## src/rtl/ustc_dn_ctrl.sv

```systemverilog
// ustc_dn_ctrl: issue controller for the sparse-core distribution network.
//
// Accepts one dense operand vector plus a tile length. It then streams that
// tile's index words into the network, one per cycle. Issue is throttled by a
// credit counter that tracks the downstream buffer. A {vld,last} tag follows
// each issue through the network latency, so consumers know when each output
// word is valid and when the tile is complete.
//
// Handshakes: a transfer happens on a rising clk edge where valid && ready.
// Ready never depends on valid: d_ready and m_ready are decoded from
// registered state only. An offered word may wait any number of cycles for
// ready.
//
// Ports
//   clk, reset      clock; asynchronous active-low reset
//   d_valid/d_ready tile handshake (d_data operand vector, d_len word count)
//   m_valid/m_ready index-word handshake (m_idx)
//   dn_in, dn_idx   operand vector / index word driven to the network
//   dn_vld          dn_idx carries a new issue this cycle
//   o_vld, o_last   network output valid / last word of tile (dn_vld + DN_LAT)
//   tile_done       one-cycle pulse at tile completion
//   cr_ret          downstream frees one buffer slot
//   cr_err          sticky: credit returned while the counter was full
//   dbg_state       FSM state (0 IDLE, 1 ISSUE, 2 DRAIN)
//   dbg_credit      current credit count
module ustc_dn_ctrl #(
  parameter int DW_DATA = 8,
  parameter int DW_IDX  = 3,
  parameter int N_IN    = 8,
  parameter int N_OUT   = 32,
  parameter int DN_LAT  = 2,
  parameter int CREDITS = 4,
  parameter int CNT_W   = 8
) (
  input  logic                          clk,
  input  logic                          reset,
  input  logic                          d_valid,
  output logic                          d_ready,
  input  logic [N_IN*DW_DATA-1:0]       d_data,
  input  logic [CNT_W-1:0]              d_len,
  input  logic                          m_valid,
  output logic                          m_ready,
  input  logic [N_OUT*DW_IDX-1:0]       m_idx,
  output logic [N_IN*DW_DATA-1:0]       dn_in,
  output logic [N_OUT*DW_IDX-1:0]       dn_idx,
  output logic                          dn_vld,
  output logic                          o_vld,
  output logic                          o_last,
  output logic                          tile_done,
  input  logic                          cr_ret,
  output logic                          cr_err,
  output logic [1:0]                    dbg_state,
  output logic [$clog2(CREDITS+1)-1:0]  dbg_credit
);

  localparam int CR_W = $clog2(CREDITS + 1);
  localparam logic [CR_W-1:0] CR_MAX = CR_W'(CREDITS);

  typedef enum logic [1:0] {
    IDLE  = 2'd0,
    ISSUE = 2'd1,
    DRAIN = 2'd2
  } state_e;

  state_e                    state_q, state_d;
  logic [CNT_W-1:0]          cnt_q, cnt_d;
  logic [CR_W-1:0]           credit_q, credit_d;
  logic                      cr_err_q, cr_err_d;
  logic [N_IN*DW_DATA-1:0]   dn_in_q, dn_in_d;
  logic [N_OUT*DW_IDX-1:0]   dn_idx_q, dn_idx_d;
  logic                      dn_vld_q, dn_vld_d;
  logic                      last_q, last_d;       // tag: current dn_vld is the tile's last
  logic                      zl_done_q, zl_done_d; // zero-length tile completion
  logic [DN_LAT-1:0]         vld_pipe_q;
  logic [DN_LAT-1:0]         last_pipe_q;

  logic d_hs;
  logic m_hs;
  logic tail_out;

  // Final tag stage: valid word that closes the tile.
  assign tail_out = vld_pipe_q[DN_LAT-1] & last_pipe_q[DN_LAT-1];

  always_comb begin
    state_d   = state_q;
    cnt_d     = cnt_q;
    dn_in_d   = dn_in_q;
    dn_idx_d  = dn_idx_q;
    dn_vld_d  = 1'b0;
    last_d    = 1'b0;
    zl_done_d = 1'b0;

    d_ready = (state_q == IDLE);
    m_ready = (state_q == ISSUE) && (credit_q != '0);
    d_hs    = d_valid & d_ready;
    m_hs    = m_valid & m_ready;

    case (state_q)
      IDLE: begin
        if (d_hs) begin
          dn_in_d = d_data;
          cnt_d   = d_len;
          if (d_len != '0) begin
            state_d = ISSUE;
          end else begin
            zl_done_d = 1'b1;
          end
        end
      end
      ISSUE: begin
        if (m_hs) begin
          dn_idx_d = m_idx;
          dn_vld_d = 1'b1;
          cnt_d    = cnt_q - CNT_W'(1);
          if (cnt_q == CNT_W'(1)) begin
            last_d  = 1'b1;
            state_d = DRAIN;
          end
        end
      end
      DRAIN: begin
        if (tail_out) begin
          state_d = IDLE;
        end
      end
      default: state_d = IDLE;
    endcase
  end

  // Credit counter: an issue and a return in the same cycle cancel out. A
  // return into a full counter is dropped and recorded as an error.
  always_comb begin
    credit_d = credit_q;
    cr_err_d = cr_err_q;
    if (m_hs && !cr_ret) begin
      credit_d = credit_q - CR_W'(1);
    end else if (cr_ret && !m_hs) begin
      if (credit_q == CR_MAX) begin
        cr_err_d = 1'b1;
      end else begin
        credit_d = credit_q + CR_W'(1);
      end
    end
  end

  always_ff @(posedge clk or negedge reset) begin
    if (!reset) begin
      state_q   <= IDLE;
      cnt_q     <= '0;
      credit_q  <= CR_MAX;
      cr_err_q  <= 1'b0;
      dn_in_q   <= '0;
      dn_idx_q  <= '0;
      dn_vld_q  <= 1'b0;
      last_q    <= 1'b0;
      zl_done_q <= 1'b0;
    end else begin
      state_q   <= state_d;
      cnt_q     <= cnt_d;
      credit_q  <= credit_d;
      cr_err_q  <= cr_err_d;
      dn_in_q   <= dn_in_d;
      dn_idx_q  <= dn_idx_d;
      dn_vld_q  <= dn_vld_d;
      last_q    <= last_d;
      zl_done_q <= zl_done_d;
    end
  end

  // Tag pipeline models the network latency. It starts at dn_vld, so o_vld
  // lands DN_LAT cycles after dn_vld.
  always_ff @(posedge clk or negedge reset) begin
    if (!reset) begin
      vld_pipe_q  <= '0;
      last_pipe_q <= '0;
    end else begin
      vld_pipe_q[0]  <= dn_vld_q;
      last_pipe_q[0] <= last_q;
      for (int i = 1; i < DN_LAT; i++) begin
        vld_pipe_q[i]  <= vld_pipe_q[i-1];
        last_pipe_q[i] <= last_pipe_q[i-1];
      end
    end
  end

  assign dn_in      = dn_in_q;
  assign dn_idx     = dn_idx_q;
  assign dn_vld     = dn_vld_q;
  assign o_vld      = vld_pipe_q[DN_LAT-1];
  assign o_last     = last_pipe_q[DN_LAT-1];
  assign cr_err     = cr_err_q;
  // Completion is either the deferred zero-length pulse or the last tag
  // leaving the network while draining.
  assign tile_done  = zl_done_q | ((state_q == DRAIN) & tail_out);
  assign dbg_state  = state_q;
  assign dbg_credit = credit_q;

endmodule

```

## config.mk

```make
export PLATFORM = sky130hd
export DESIGN_NAME = ustc_dn_ctrl
export DESIGN_NICKNAME = d
export VERILOG_FILES = /design/src/rtl/ustc_dn_ctrl.sv
export SDC_FILE = /design/constraint.sdc
export NUM_CORES = 1
export LEC_CHECK = 0
export CORE_ASPECT_RATIO = 0.5
export CORE_MARGIN = 2
export CORE_UTILIZATION = 41
export DETAILED_ROUTE_END_ITERATION = 16
export PLACE_DENSITY = 0.78
export SYNTH_ARGS = -nofsm -noshare
export SYNTH_HDL_FRONTEND = slang
export SYNTH_SLANG_ARGS = --single-unit
export TNS_END_PERCENT = 10
```

## constraint.sdc

```tcl
create_clock -name clk -period 3.1 [get_ports clk]
set_clock_uncertainty 0.1 [all_clocks]
set_input_delay 0.775 -clock clk [delete_from_list [all_inputs] [get_ports clk]]
set_output_delay 0.775 -clock clk [all_outputs]
set_load 0.02 [all_outputs]
```

==> impl_metrics.tcl <==
set metrics [dict create \
    crit_type "reg2out" \
    coreArea_mm2 0.0167 \
    cts_hold_buf 0 \
    yosys.area_share.simple 0.0293 \
    placedCellCount 1011 \
    synthMuxAreaShare 0.267 \
    detail_route.vias_per_cell 4.79 \
    grt_overflow 0 \
    gp_congestion 0.820 \
    synth.ff_latch_count 181 \
    slew_headroom 0.369 \
    drive_gt1_frac 0.251 \
    max_cap_violations 0 \
    pre_cts_slack_ns 0.167 \
    clock_tree.buffer_depth 2 \
    start_util 0.427 \
    synth_area_per_cell_um2 15.7 \
    use_met1 0.247 \
    synthCells 453 \
    p_total_mw 12.4 \
    met2_usage 0.354 \
    r2r_setup_slack_ns 0.80 \
    p_leak_nw 4.80 \
    regToRegStartpoint "dbg_state[1]" \
    tightest_slew_ns 0.942 \
    grt_pass1_wl_um 29400 \
    cts_root_buf "clkbuf_16" \
    row_count 33 \
    p_int_mw 8.05 \
    synthesis.nets 631 \
    p_seq_frac 0.334 \
    cp_max_fo 7 \
    grt_most_used_layer "met2" \
    finalHoldViolations 0 \
    grt_max_degree 100 \
    cts_tree "done" \
    drtIter0Drc 224 \
    synth_top_family_by_area "multiplexers" \
    rsz0062_at_grt "false" \
    p_per_area_mw_per_mm2 1080 \
    arrival_ns 1.83 \
    net-switching-power_mw 4.35 \
    vias 4997 \
    ir_worst_vdd_uv 540 \
    setup_viol 0 \
    cts_setup_buffers 0 \
    met3_usage 0.0502 \
    cts_buffers 17 \
    die-width_um 190 \
    synth-adder-area-share 0.00984 \
    first_pass_iters 4 \
    cts_resized 0 \
    timing.final.ws_setup_ns 0.394 \
    post-dp-hpwl_um 13900 \
    fp.dieH_um 97.2 \
    drt_wl_total_um 18600 \
    finalSetupTns_ns 0 \
    synth-xor-area-share 0.00123 \
    fin_util 0.687 \
    placed_area_mm2 0.0108 \
    crit_slowest_cell "dfstp_2" \
    ys.flop_type "dfrtp_1" \
    grtUsageTotal 0.204 \
    io_pins 345 \
    layoutNonFillerInstCount 1043 \
    synth_edf_count 0 \
    die_area_mm2 0.0185 \
    area_delta_synth_final_pct 60.9 \
    diodes 0 \
    crit_required_ns 2.22 \
    outcome "complete, no violations" \
    clk_pin_slew_ns 0.07 \
    period_minus_slack_ns 2.71 \
    grt_pass1_vias 5355 \
    whs_ns 0.208 \
    maxSlewViolCount 0 \
    clk_latency_ns 0.41 \
    ys_warn_count 0 \
    end_kind "primary output" \
    wl_per_cell_um 17.9 \
    crit_chain "nor3_4, nor2_1, clkdlybuf4s50_1" \
    slowest_delay_ns 0.62 \
    antenna_found_initial 0 \
    r2r-end "dbg_credit[2]" \
    synth_compound_area_frac 0.0309 \
    worst_setup_path_start_kind "flip-flop" \
    drt.antenna.violating_nets 0 \
    synth.distinct_cells 37 \
    cts_sinks 181 \
    port_buffers 344 \
    power_switching_share 0.351 \
    drc_errors 0 \
    nNetsFinal 981 \
    syn_area_mm2 0.00712 \
    fmax_mhz 370 \
    finalCritPeriodShare 0.873 \
    pwr-share-comb 0.485 \
    hold_class "in2async" \
    seq_area_frac_synth 0.636 \
    worstRegToRegCells 8 \
    clkPwrFrac 0.181 \
    fin_area_mm2 0.0115 \
    async_reset_ff_frac 1.00 \
    cts_max_level 4 \
]
==> synthesized netlist by cell type, types with 3 or more instances <==
cell       n  area [um^2]
a21oi_1    8         40.0
buf_6      4         45.0
buf_2     15         75.1
nor2_1    11         41.3
nor4_1     5         31.3
and3_1     3         18.8
inv_1     12         45.0
dfrtp_1  180         4500
a22oi_1    3         22.5
mux2_2   133         1500
mux2_4    27          405
a31oi_1    3         18.8
nand2_1    5         18.8
o21ai_0   12         60.1
ha_1       4         50.1
==> logic make-up (layout without fill, tap and decap cells) <==
| group | Yosys count | in the layout |
|---|---|---|
| flip-flops | 181 | 181 |
| buffers and inverters | 33 | 396 |
| multiplexers | 160 | 160 |
| XOR/XNOR | 1 | 1 |
| AND/OR/NAND/NOR | 38 | 38 |
| AO/OA/AOI/OAI | 35 | 35 |
| adder cells (fa/ha/maj) | 5 | 5 |
==> state kept, by name, summed over array words and instances (netlist names) <==
| name | flops |
|---|---|
| dn_in | 64 |
| cnt_q | 8 |
| cr_err | 1 |
| vld_pipe_q | 2 |
| last_pipe_q | 2 |
| dbg_credit | 3 |
| zl_done_q | 1 |
| dn_vld | 1 |
| dn_idx | 96 |
| last_q | 1 |
| dbg_state | 2 |
==> per-layer routing <==
metal | up-vias | routed length [um]
met4 | 0 | 435
met1 | 2487 | 7460
li1 | 2311 | -
met3 | 34 | 1030
met2 | 165 | 9720
met5 | - | 0
==> placed cells by master (no fill, tap or decap), types with 2 or more instances in the layout <==
cell             instances
nand2_1                  5
clkinv_4                 4
mux2_4                  27
clkinv_2                 2
a31oi_1                  3
nand2b_1                 2
nor4_1                   5
inv_6                    3
a22oi_1                  3
clkbuf_16               17
and3_1                   3
a41o_1                   2
dfrtp_1                180
buf_12                   5
buf_4                    3
nor2_1                  11
nor3_1                   2
ha_1                     4
mux2_2                 133
clkdlybuf4s50_1        343
a21oi_1                  8
o21ai_0                 12
nand3_1                  2
inv_1                   12
bufinv_16                3
==> power groups by stage <==
stage | logic, mW | clock network, mW | registers (mW)
after floorplan | 1.82 | 0 | 5.46
after global placement | 5.99 | 0 | 4.11
after detailed placement | 6.06 | 0 | 4.18
after CTS | 6.08 | 2.29 | 4.15
after global routing | 6.33 | 2.40 | 4.30
final | 6.01 | 2.25 | 4.14
==> worst max-delay path by stage <==
stage | to | cells past startpoint | slack [ns] | start
after floorplan | dbg_credit[2] | 9 | 0.54 | m_valid
after global placement | dbg_credit[2] | 9 | 0.24 | m_valid
after detailed placement | dbg_credit[2] | 9 | 0.17 | m_valid
after CTS | m_ready | 3 | 0.36 | dbg_credit[2]
after global routing | m_ready | 3 | 0.32 | dbg_credit[2]
final | m_ready | 3 | 0.39 | dbg_credit[2]
==> worst max-delay path, delay by kind of cell, from the launching register on <==
family / cells / cell delay (ns)
flops: 1 / 0.62
simple gates: 2 / 0.19
buf+inv: 1 / 0.62
==> final cells by class <==
| type | instances | area (um^2) |
|---|---|---|
| well taps | 227 | 284 |
| multi-input cells | 239 | 2410 |
| clock buffers | 19 | 443 |
| flip-flops and latches | 181 | 4530 |
| repair buffers | 352 | 3570 |
| clock inverters | 13 | 173 |
| inverters | 12 | 45.0 |
| fillers | 1212 | 5230 |
No activity file was read; power rests on OpenSTA's default activity.
